## src/rtl/fetch_buffer.sv

```systemverilog
// fetch_buffer
//    Instruction fetch front end. Issues sequential word fetches from
//    fetch_pc, remembers the PC of each outstanding request, queues returned
//    instructions together with their PC and predecoded fields, and follows
//    JAL targets and downstream redirects. It discards the responses of
//    requests that were on the abandoned path.
//
//    A request is issued only while queued + outstanding < DEPTH. Every
//    response therefore has a free queue slot, whatever the decode stage does.
//
// Ports
//    clk, reset              clock, asynchronous active-high reset
//    mem_req_valid/addr      fetch request to memory
//    mem_req_ready           memory accepts the request this cycle
//    mem_rsp_valid/data      in-order instruction response (latency >= 1)
//    redirect_valid/pc       branch/jump redirect from downstream
//    out_valid/out_ready     queue head handshake to decode
//    out_pc, out_inst        head PC and instruction word
//    out_rs1/rs2/rd          head register fields
//    out_is_jal              head is a JAL
module fetch_buffer #(
   parameter int                ADDR_W   = 16,
   parameter int                INST_W   = 32,
   parameter int                DEPTH    = 4,
   parameter logic [ADDR_W-1:0] RESET_PC = '0
) (
   input  logic              clk,
   input  logic              reset,
   output logic              mem_req_valid,
   output logic [ADDR_W-1:0] mem_req_addr,
   input  logic              mem_req_ready,
   input  logic              mem_rsp_valid,
   input  logic [INST_W-1:0] mem_rsp_data,
   input  logic              redirect_valid,
   input  logic [ADDR_W-1:0] redirect_pc,
   output logic              out_valid,
   input  logic              out_ready,
   output logic [ADDR_W-1:0] out_pc,
   output logic [INST_W-1:0] out_inst,
   output logic [4:0]        out_rs1,
   output logic [4:0]        out_rs2,
   output logic [4:0]        out_rd,
   output logic              out_is_jal
);

   localparam int PW = (DEPTH > 1) ? $clog2(DEPTH) : 1;
   localparam int CW = PW + 1;

   logic [ADDR_W-1:0] r_fetch_pc;
   logic [CW-1:0]     r_count;
   logic [CW-1:0]     r_inflight;
   logic [CW-1:0]     r_drop_cnt;
   logic [PW-1:0]     r_q_head;
   logic [PW-1:0]     r_q_tail;
   logic [PW-1:0]     r_a_head;
   logic [PW-1:0]     r_a_tail;

   logic [ADDR_W-1:0] r_q_pc   [DEPTH];
   logic [INST_W-1:0] r_q_inst [DEPTH];
   logic              r_q_jal  [DEPTH];
   logic [ADDR_W-1:0] r_a_pc   [DEPTH];

   logic              w_rsp_keep;
   logic              w_rsp_drop;
   logic              w_rsp_jal;
   logic              w_jal_enq;
   logic              w_credit;
   logic              w_req_fire;
   logic              w_deq;
   logic [ADDR_W-1:0] w_rsp_pc;
   logic signed [20:0] w_jimm;
   logic [ADDR_W-1:0] w_jal_target;
   logic [INST_W-1:0] w_head_inst;

   // A same-cycle redirect wins over an arriving response.
   assign w_rsp_drop = mem_rsp_valid & (r_drop_cnt != '0);
   assign w_rsp_keep = mem_rsp_valid & (r_drop_cnt == '0) & ~redirect_valid;
   assign w_rsp_pc   = r_a_pc[r_a_head];
   assign w_rsp_jal  = (mem_rsp_data[6:0] == 7'b1101111);
   assign w_jal_enq  = w_rsp_keep & w_rsp_jal;

   assign w_jimm       = $signed({mem_rsp_data[31], mem_rsp_data[19:12], mem_rsp_data[20],
                                  mem_rsp_data[30:21], 1'b0});
   assign w_jal_target = w_rsp_pc + ADDR_W'(w_jimm);

   assign w_credit   = ({1'b0, r_count} + {1'b0, r_inflight}) < (CW+1)'(DEPTH);
   // fetch_pc is stale in a JAL-enqueue or redirect cycle, so hold off.
   assign mem_req_valid = ~reset & w_credit & ~redirect_valid & ~w_jal_enq;
   assign mem_req_addr  = r_fetch_pc;
   assign w_req_fire    = mem_req_valid & mem_req_ready;

   assign out_valid   = (r_count != '0);
   assign w_deq       = out_valid & out_ready;
   assign w_head_inst = r_q_inst[r_q_head];
   assign out_pc      = r_q_pc[r_q_head];
   assign out_inst    = w_head_inst;
   assign out_rs1     = w_head_inst[19:15];
   assign out_rs2     = w_head_inst[24:20];
   assign out_rd      = w_head_inst[11:7];
   assign out_is_jal  = r_q_jal[r_q_head];

   always_ff @(posedge clk or posedge reset) begin
      if (reset) begin
         r_fetch_pc <= RESET_PC;
         r_count    <= '0;
         r_inflight <= '0;
         r_drop_cnt <= '0;
         r_q_head   <= '0;
         r_q_tail   <= '0;
         r_a_head   <= '0;
         r_a_tail   <= '0;
      end else begin
         if (w_req_fire)
            r_a_tail <= r_a_tail + 1'b1;
         if (mem_rsp_valid)
            r_a_head <= r_a_head + 1'b1;
         r_inflight <= r_inflight + CW'(w_req_fire) - CW'(mem_rsp_valid);

         // No request is issued in redirect/JAL cycles, so everything still
         // outstanding after this cycle's response belongs to the old path.
         if (redirect_valid)
            r_drop_cnt <= r_inflight - CW'(mem_rsp_valid);
         else if (w_jal_enq)
            r_drop_cnt <= r_inflight - 1'b1;
         else if (w_rsp_drop)
            r_drop_cnt <= r_drop_cnt - 1'b1;

         if (redirect_valid) begin
            r_count  <= '0;
            r_q_head <= '0;
            r_q_tail <= '0;
         end else begin
            if (w_rsp_keep)
               r_q_tail <= r_q_tail + 1'b1;
            if (w_deq)
               r_q_head <= r_q_head + 1'b1;
            r_count <= r_count + CW'(w_rsp_keep) - CW'(w_deq);
         end

         if (redirect_valid)
            r_fetch_pc <= redirect_pc;
         else if (w_jal_enq)
            r_fetch_pc <= w_jal_target;
         else if (w_req_fire)
            r_fetch_pc <= r_fetch_pc + ADDR_W'(4);
      end
   end

   // Storage needs no reset; validity is carried by the pointers and counts.
   always_ff @(posedge clk) begin
      if (w_req_fire)
         r_a_pc[r_a_tail] <= r_fetch_pc;
      if (w_rsp_keep) begin
         r_q_pc[r_q_tail]   <= w_rsp_pc;
         r_q_inst[r_q_tail] <= mem_rsp_data;
         r_q_jal[r_q_tail]  <= w_rsp_jal;
      end
   end

endmodule
```

## config.mk

```make
export PLATFORM = sky130hd
export DESIGN_NAME = fetch_buffer
export DESIGN_NICKNAME = d
export VERILOG_FILES = /design/src/rtl/fetch_buffer.sv
export SDC_FILE = /design/constraint.sdc
export NUM_CORES = 1
export LEC_CHECK = 0
export BUFFER_PORTS_ARGS = -buffer_cell sky130_fd_sc_hd__buf_4
export CAP_MARGIN = 10
export CELL_PAD_IN_SITES_DETAIL_PLACEMENT = 1
export CELL_PAD_IN_SITES_GLOBAL_PLACEMENT = 1
export CORE_MARGIN = 2
export CORE_UTILIZATION = 45
export CTS_CLUSTER_DIAMETER = 150
export CTS_CLUSTER_SIZE = 40
export DETAILED_ROUTE_END_ITERATION = 10
export PLACE_DENSITY = 0.81
export SYNTH_ARGS = -nofsm -noshare
export SYNTH_HDL_FRONTEND = slang
export SYNTH_SLANG_ARGS = --single-unit
export TNS_END_PERCENT = 10
```

## constraint.sdc

```tcl
create_clock -name clk -period 3.1 [get_ports clk]
set_input_delay 0.155 -clock clk [delete_from_list [all_inputs] [get_ports clk]]
set_output_delay 0.155 -clock clk [all_outputs]
set_load 0.03 [all_outputs]
```

=== Word level (Yosys, flattened, before mapping) ===
Memory sizes are Yosys's and may differ from the RTL's.
Index checks and enable logic that the tools add are counted.
Widths: inputs -> output; s select.

* Flip-flop bits (word level): 33
* Bits in writable memories: 260
* Input bits: 54
* Logic and storage cells: 62
* Memories kept: 4

{| class="wikitable"
|+ Memories
! name !! depth !! width !! read ports !! clocked after memory_dff !! wr ports !! RTL line !! RTL
|-
| r_q_inst || 4 || 32 || 1 || 0 || 1 || 59 || <nowiki>logic [INST_W-1:0] r_q_inst [DEPTH];</nowiki>
|-
| r_a_pc || 4 || 16 || 1 || 0 || 1 || 61 || <nowiki>logic [ADDR_W-1:0] r_a_pc [DEPTH];</nowiki>
|-
| r_q_pc || 4 || 16 || 1 || 0 || 1 || 58 || <nowiki>logic [ADDR_W-1:0] r_q_pc [DEPTH];</nowiki>
|-
| r_q_jal || 4 || 1 || 1 || 0 || 1 || 60 || <nowiki>logic r_q_jal [DEPTH];</nowiki>
|}

* $add $sub $neg: 14
* Order comparisons: 1
* Equal/unequal tests: 1
* Muxes and demuxes: 15
* Bitwise operators: 12
* Reduce and logical (&&, ||, !) cells: 7

{| class="wikitable"
|+ Operators with widths
! cell !! count
|-
| $mux 16 || 3
|-
| $add 16x16->16 || 1
|-
| $add 16x3->16 const B || 1
|-
| $mux 3 || 4
|-
| $reduce_bool 3->1 || 4
|-
| $and 1x1->1 || 9
|-
| $sub 3x1->3 || 3
|-
| $add 2x1->2 const B || 4
|-
| $mux 2 || 4
|-
| $eq 7x7->1 const B || 1
|-
| $add 3x1->3 || 2
|-
| $sub 3x1->3 const B || 2
|-
| $add 3x3->4 || 1
|-
| $lt 4x3->1 const B || 1
|-
| $mux 1 || 4
|-
| $reduce_bool 2->1 || 2
|-
| $logic_not 3->1 || 1
|-
| $not 1->1 || 3
|}

=== Longest topological paths before layout ===
Gate-level depths: netlist of run 1.

* Depth in word-level cells: 10
* Gate-level depth with buffers: 12

=== Least setup slack after synthesis of run 1 ===
Ideal clock, no wire load.

* Kind: reg-to-reg
* Start: register r_a_head[0]
* End: register r_fetch_pc[14] (netlist: mem_req_addr[14])
* Library setup time: 132 ps
* Arrival: 3105 ps
* Slack: -137 ps
* Cell stages (with the launch flop): 12
* Clock period less this slack: 3237 ps
* Path through: dfrtp_1 buf_2 buf_1 mux4_2 ha_1 clkbuf_1 a21o_1 a2bb2oi_1 o21ai_0 a211oi_1 xor2_1 o21ai_0

* Word-level cells in the longest chain between the ends: 4

{| class="wikitable"
|+ RTL lines
! element !! RTL line !! RTL
|-
| start: declaration || 55 || <nowiki>logic [PW-1:0] r_a_head;</nowiki>
|-
| start signal: assignment || 116 || <nowiki>r_a_head <= r_a_head + 1'b1;</nowiki>
|-
| $mem_v2 4x16 || n/a ||
|-
| via w_rsp_pc[9] || 70 || <nowiki>logic [ADDR_W-1:0] w_rsp_pc;</nowiki>
|-
| $add 16x16->16 || 84 || <nowiki>assign w_jal_target = w_rsp_pc + ADDR_W'(w_jimm);</nowiki>
|-
| $mux 16 || 142 || <nowiki>else if (w_jal_enq)</nowiki>
|-
| $mux 16 || 140 || <nowiki>if (redirect_valid)</nowiki>
|-
| end signal: assignment || 141 || <nowiki>r_fetch_pc <= redirect_pc;</nowiki>
|-
| end signal: assignment || 143 || <nowiki>r_fetch_pc <= w_jal_target;</nowiki>
|-
| end signal: assignment || 145 || <nowiki>r_fetch_pc <= r_fetch_pc + ADDR_W'(4);</nowiki>
|-
| end: declaration || 49 || <nowiki>logic [ADDR_W-1:0] r_fetch_pc;</nowiki>
|}

The timed path passes the listed nets, and every way through them passes these cells.
A chain may end at the register's enable or synchronous reset.

=== Worst setup path in the final report of run 1 ===
Ends and elaborated chain as after synthesis.

==> flow_metrics.py, run 1 <==
metrics = {
    "status": {
        "outcome": "completed",
    },
    "finish": {
        "finalNetCount": 938,
        "drive_gt1_frac": 0.2919,
        "final_common_cell": "edfxtp_1",
        "antenna_cells": 0,
        "final_cell_mix": "edfxtp_1, buf_4, mux4_2, dlygate4sd3_1, nand2_1",
        "n_fill_cell": 2471,
        "area_growth_pct": 18.58,
    },
    "clock_tree": {
        "clockBufferDepth": 3,
        "cts_sinks": 293,
        "cts_made_buffers": 11,
        "cts_tree": "built",
        "cts.clk_slew.worst_paths_ns": 0.14,
        "clk-insertion-delay-late_ns": 0.50,
        "postCtsSetupBuffers": 0,
        "cts-root-buf": "clkbuf_16",
        "htree_levels": 1,
    },
    "sta": {
        "rsz0062_at_grt": "yes",
        "setup_violations": 0,
        "clock_skew_ns": 0.03413,
        "finalHoldViolations": 0,
        "setup_tns_ns": 0,
        "fmax_mhz": 333.4,
        "relSlewSlack": 0.4976,
        "finalCritPeriodShare": 0.9677,
        "worstMarginPinSlew_ns": 0.7527,
        "slew_violations": 0,
        "min_period_ns": 3.000,
        "fin_ws_ns": 0.1002,
    },
    "critical_path": {
        "crit_chain": "buf_6 -> mux4_2 -> ha_1 -> a21o_1 -> a2bb2oi_1 -> o21ai_0 -> a211oi_1 -> xor2_1 -> o21ai_0",
        "start_kind": "flip-flop",
        "cp_top_family": "compound AO/OA/AOI/OAI gates",
        "path_buf_inv": 1,
        "cp_slowest_cell": "mux4_2",
        "cp-end-kind": "flip-flop",
        "crit_type": "reg -> reg",
        "crit_fanout": 13,
        "arrival_ns": 3.36,
        "max_stage_delay_ns": 0.61,
        "cp_common_cell": "o21ai_0",
        "required_ns": 3.46,
    },
    "synthesis": {
        "ys_seq_area_frac": 0.7075,
        "synth_top_area_cell": "edfxtp_1",
        "synth.area.top_cells": "edfxtp_1, mux4_2, dfrtp_1",
        "synth_seq_cells": 293,
        "synthCells": 674,
        "synthArstFlopShare": 0.1126,
        "avgSynthCellArea_um2": 18.10,
        "synth_flop_cell": "edfxtp_1",
        "synth_edf_count": 260,
        "ys.warnings.count": 0,
        "synthDistinctLibCells": 52,
        "synth_top_area_share": 0.6399,
        "synth_area_mm2": 0.01220,
        "synth.net_count": 763,
    },
    "power_and_ir_drop": {
        "peakVddDrop_uv": 407.7,
        "power_per_cell_area_mw_per_mm2": 771.0,
        "p_total_mw": 11.16,
        "leakage_nw": 5.040,
    },
    "die": {
        "start_util": 0.4553,
        "die_area_mm2": 0.02845,
        "rows": 60,
        "ioPinCount": 136,
        "dieHeight_um": 168.7,
        "core_mm2": 0.02680,
        "die_w_um": 168.7,
    },
    "place": {
        "pre_cts_slack_ns": 0.09718,
        "place_congestion": 0.8022,
        "dp_hpwl_mm": 18.18,
        "port_buffers": 135,
    },
    "route": {
        "ant_nets": 0,
        "first_pass_iters": 5,
        "drt-total-wl_mm": 26.97,
        "vias_per_cell": 5.537,
        "drcViolationCount": 0,
        "wl_per_cell_um": 22.58,
        "vias": 6611,
        "initialDrtViolationCount": 685,
    },
    "run": {
        "maxCapViolCount": 0,
    },
    "global_routing": {
        "grtUsageTotal": 0.1878,
        "grt_first_pass_wirelength_mm": 41.04,
        "antenna_found_initial": 0,
        "grt.overflow.total": 0,
        "grt_start_max_net_pins": 50,
        "grt_pass1_vias": 6992,
    },
    "worst_hold_path": {
        "min-delay-path-class": "in -> reg",
    },
}
==> cell families (layout without fill, tap and decap cells) <==
group                    Yosys count  in the layout  synth area share
adder cells (fa/ha/maj)           35             35           0.03774
AO/OA/AOI/OAI                     72             72           0.03661
XOR/XNOR                          35             35           0.02512
multiplexers                      68             68            0.1226
buffers and inverters             59            238           0.02317
flip-flops                       293            293            0.7075
AND/OR/NAND/NOR                  112            112           0.04717
==> layer usage <==
metal / GRT usage / wire [um] / vias up
met3: 0.02993 / 1405 / 27
met2: 0.3243 / 13390 / 191
met5: 0 / 0 / -
li1: - / - / 2973
met1: 0.2583 / 11810 / 3420
met4: 0.03111 / 360 / 0
==> synth_stat cells, types with 3 or more instances <==
cell type / n
a21o_1: 4
a21oi_1: 22
a221oi_1: 3
a22oi_1: 4
a31oi_1: 4
and2_1: 9
and3_1: 3
and4_1: 3
buf_1: 7
buf_4: 16
clkbuf_1: 15
dfrtp_1: 33
edfxtp_1: 260
fa_1: 3
ha_1: 32
inv_1: 20
mux4_2: 65
nand2_1: 33
nand2b_1: 3
nand3_1: 10
nand4_1: 5
nor2_1: 28
nor2b_1: 3
o21ai_0: 19
xnor2_1: 19
xor2_1: 16
==> path summary, 6_finish.rpt <==
check,startpoint,endpoint,slack [ns],depth (start not counted)
hold / removal,redirect_pc[3],mem_req_addr[3],0.03,3
setup / recovery,r_a_head[0],mem_req_addr[14],0.10,9
setup reg to reg,r_a_head[0],mem_req_addr[14],0.10,9
min in group asynchronous,reset,r_count[0],0.37,3
max in group asynchronous,reset,mem_req_addr[3],1.96,4
hold reg to reg,r_drop_cnt[2],r_drop_cnt[2],0.56,2
==> stage by stage <==
step                      std cells  hold slack [ns]  utilization  instance area [um^2]
after CTS                      1194         0.008863       0.5388                 14440
after detailed placement       1131           0.3539       0.5096                 13660
after global routing           1194          0.04365       0.5399                 14470
final                          1194          0.03064       0.5399                 14470
after floorplan                 674           0.2421            -                 12200
after global placement         1131           0.3531       0.5096                 13660
==> worst reg2reg max path: stages, from the launching register on <==
cell,delay (ns)
dfrtp_1,0.39
buf_6,0.22
mux4_2,0.62
ha_1,0.42
a21o_1,0.23
a2bb2oi_1,0.25
o21ai_0,0.14
a211oi_1,0.29
xor2_1,0.19
o21ai_0,0.11
==> state kept, by name, summed over array words and instances (netlist names) <==
| name | cells |
|---|---|
| r_count | 3 |
| r_a_head | 2 |
| r_a_tail | 2 |
| r_q_inst | 128 |
| r_q_jal | 4 |
| mem_req_addr | 16 |
| r_a_pc | 64 |
| r_drop_cnt | 3 |
| r_q_tail | 2 |
| r_inflight | 3 |
| r_q_pc | 64 |
| r_q_head | 2 |
==> final cells by class <==
type                            count  area [um^2]  share of cell area
Tap cell                          341        426.7             0.02949
Clock buffer                       16        294.0             0.02032
Sequential cell                   293         8638              0.5970
Multi-Input combinational cell    322         3314              0.2291
Timing Repair Buffer              201         1690              0.1168
Inverter                           20        75.07            0.005189
Clock inverter                      1        30.03            0.002075
==> report_power, final <==
part / internal (mW) / total, mW / switching (mW)
clock: 0.694 / 1.81 / 1.12
combinational: 1.83 / 4.30 / 2.47
sequential: 4.73 / 5.04 / 0.307
==> repair_timing <==
item	CTS	global route
endpoints found under the setup margin	0	7
gates resized for setup	0	6
hold buffers	46	0
endpoints found under the hold margin	157	0
No activity file was read; power rests on OpenSTA's default activity.
==> inputs of run 2 (changes only) <==
Settings changed: PLACE_DENSITY 0.81 to 0.82.
==> run 2 against run 1 <==
Effect of this change:
- first-iteration DRC count shrank 7.7%
- worst setup slack gained 0.038 ns
- wire length grew 1.8%
- cell area grew 0.12%
- maximum frequency grew 1.3%
- clock skew grew 0.012 ns
- critical path type unchanged
- sequential share of layout area shrank 0.072 points
- critical path depth is the same
- final cell count is essentially flat
- global-route usage grew 0.68 points
==> flow_metrics.py, run 2 (synthesis results as in run 1) <==
metrics = {
    "place": {
        "dp_hpwl_mm": 18.49,
        "pre_cts_slack_ns": 0.08746,
        "dpl.cell_count": 1130,
        "placed_area_mm2": 0.01369,
        "place_congestion": 0.7952,
        "port_buffers": 135,
    },
    "die": {
        "die_w_um": 168.7,
        "die_area_mm2": 0.02845,
        "rows": 60,
        "core_mm2": 0.02680,
        "start_util": 0.4553,
        "ioPinCount": 136,
        "dieHeight_um": 168.7,
    },
    "route": {
        "drt-total-wl_mm": 27.45,
        "first_pass_iters": 5,
        "ant_nets": 0,
        "drcViolationCount": 0,
        "wl_per_cell_um": 23.01,
        "vias_per_cell": 5.566,
        "initialDrtViolationCount": 632,
        "vias": 6640,
    },
    "critical_path": {
        "arrival_ns": 3.35,
        "timing.rr.end": "mem_req_addr[14]",
        "r2r_slack_ns": 0.14,
        "crit_type": "reg -> reg",
        "start_kind": "flip-flop",
        "cp-end-kind": "flip-flop",
        "required_ns": 3.48,
        "rr_worst_depth": 9,
        "rr_startpoint": "r_a_head[0]",
        "crit_fanout": 14,
    },
    "sta": {
        "fin_hold_ws_ns": 0.03262,
        "clock_skew_ns": 0.04637,
        "relSlewSlack": 0.5533,
        "min_period_ns": 2.962,
        "finalCritPeriodShare": 0.9555,
        "setup_violations": 0,
        "setup_tns_ns": 0,
        "fin_ws_ns": 0.1379,
        "fmax_mhz": 337.6,
        "rsz0062_at_grt": "yes",
        "worstMarginPinSlew_ns": 0.6701,
        "slew_violations": 0,
        "finalHoldViolations": 0,
    },
    "clock_tree": {
        "cts-root-buf": "clkbuf_16",
        "htree_levels": 1,
        "cts.clk_slew.worst_paths_ns": 0.14,
        "cts_made_buffers": 11,
        "cts_tree": "built",
        "clk-insertion-delay-late_ns": 0.50,
        "postCtsSetupBuffers": 0,
        "cts_sinks": 293,
        "clockBufferDepth": 3,
    },
    "finish": {
        "top_register": "r_q_inst",
        "largest_reg_flops": 128,
        "top_regs": "r_q_inst x128, r_a_pc x64, r_q_pc x64",
        "drive_gt1_frac": 0.2899,
        "area_growth_pct": 18.72,
        "fin_area_mm2": 0.01449,
        "fin_cells": 1193,
        "finalNetCount": 937,
        "final_cell_mix": "edfxtp_1, buf_4, mux4_2, dlygate4sd3_1, nand2_1",
        "seq_area_mm2": 0.008638,
        "n_fill_cell": 2448,
        "multi_input_area_mm2": 0.003306,
        "final_core_util": 0.5405,
        "antenna_cells": 0,
        "final_common_cell": "edfxtp_1",
    },
    "worst_hold_path": {
        "min-delay-path-class": "in -> reg",
        "hold_end": "mem_req_addr[2]",
        "min_from": "redirect_pc[2]",
        "hold_depth": 3,
    },
    "power_and_ir_drop": {
        "power_per_cell_area_mw_per_mm2": 770.7,
        "leakage_nw": 5.040,
        "p_total_mw": 11.17,
        "peakVddDrop_uv": 437.4,
    },
    "global_routing": {
        "antenna_found_initial": 0,
        "grtUsageTotal": 0.1946,
        "grt.overflow.total": 0,
        "grt_pass1_vias": 7225,
        "grt_first_pass_wirelength_mm": 42.33,
        "grt_start_max_net_pins": 50,
    },
    "run": {
        "maxCapViolCount": 0,
    },
    "status": {
        "outcome": "completed",
    },
}
run 2: where the power goes:
group          total, mW  internal, mW  switching [mW]
registers           5.03          4.73           0.302
clock network       1.84         0.694            1.14
logic               4.30          1.84            2.45
total               11.2          7.27            3.90
run 2: timing repair:
action / 4_1_cts / 5_1_grt
endpoints found under the hold margin: 175 / 0
hold buffers: 46 / 0
setup endpoints to repair: 0 / 4
gates resized for setup: 0 / 3
run 2: worst max path at each step:
stage / startpoint / cells past startpoint / endpoint
after floorplan: r_a_head[0] / 11 / mem_req_addr[14]
after global placement: r_a_head[0] / 11 / mem_req_addr[11]
after detailed placement: r_a_head[0] / 11 / mem_req_addr[11]
after CTS: r_a_head[0] / 11 / mem_req_addr[11]
after global routing: r_a_head[0] / 11 / mem_req_addr[13]
final: r_a_head[0] / 9 / mem_req_addr[14]
run 2: area by class of cell:
cell class	instances	share of cell area
flip-flops and latches	293	0.5963
inverters	20	0.005182
well taps	341	0.02945
multi-input cells	322	0.2282
clock inverters	1	0.002073
clock buffers	16	0.02030
repair buffers	200	0.1185
run 2: layer usage:
metal | vias up | global-route usage | share of wire
met5 | - | 0 | 0
met4 | 0 | 0.03861 | 0.011
met3 | 24 | 0.03156 | 0.059
met2 | 208 | 0.3345 | 0.50
met1 | 3437 | 0.2658 | 0.43
li1 | 2971 | - | -
run 2: critical path, stage by stage (launching register included):
cell and delay, ns:
dfrtp_1 0.46, buf_12 0.19, mux4_2 0.58, ha_1 0.41, a21o_1 0.25, a2bb2oi_2 0.19, o21ai_0 0.14, a211oi_1 0.36
xor2_1 0.18, o21ai_0 0.09
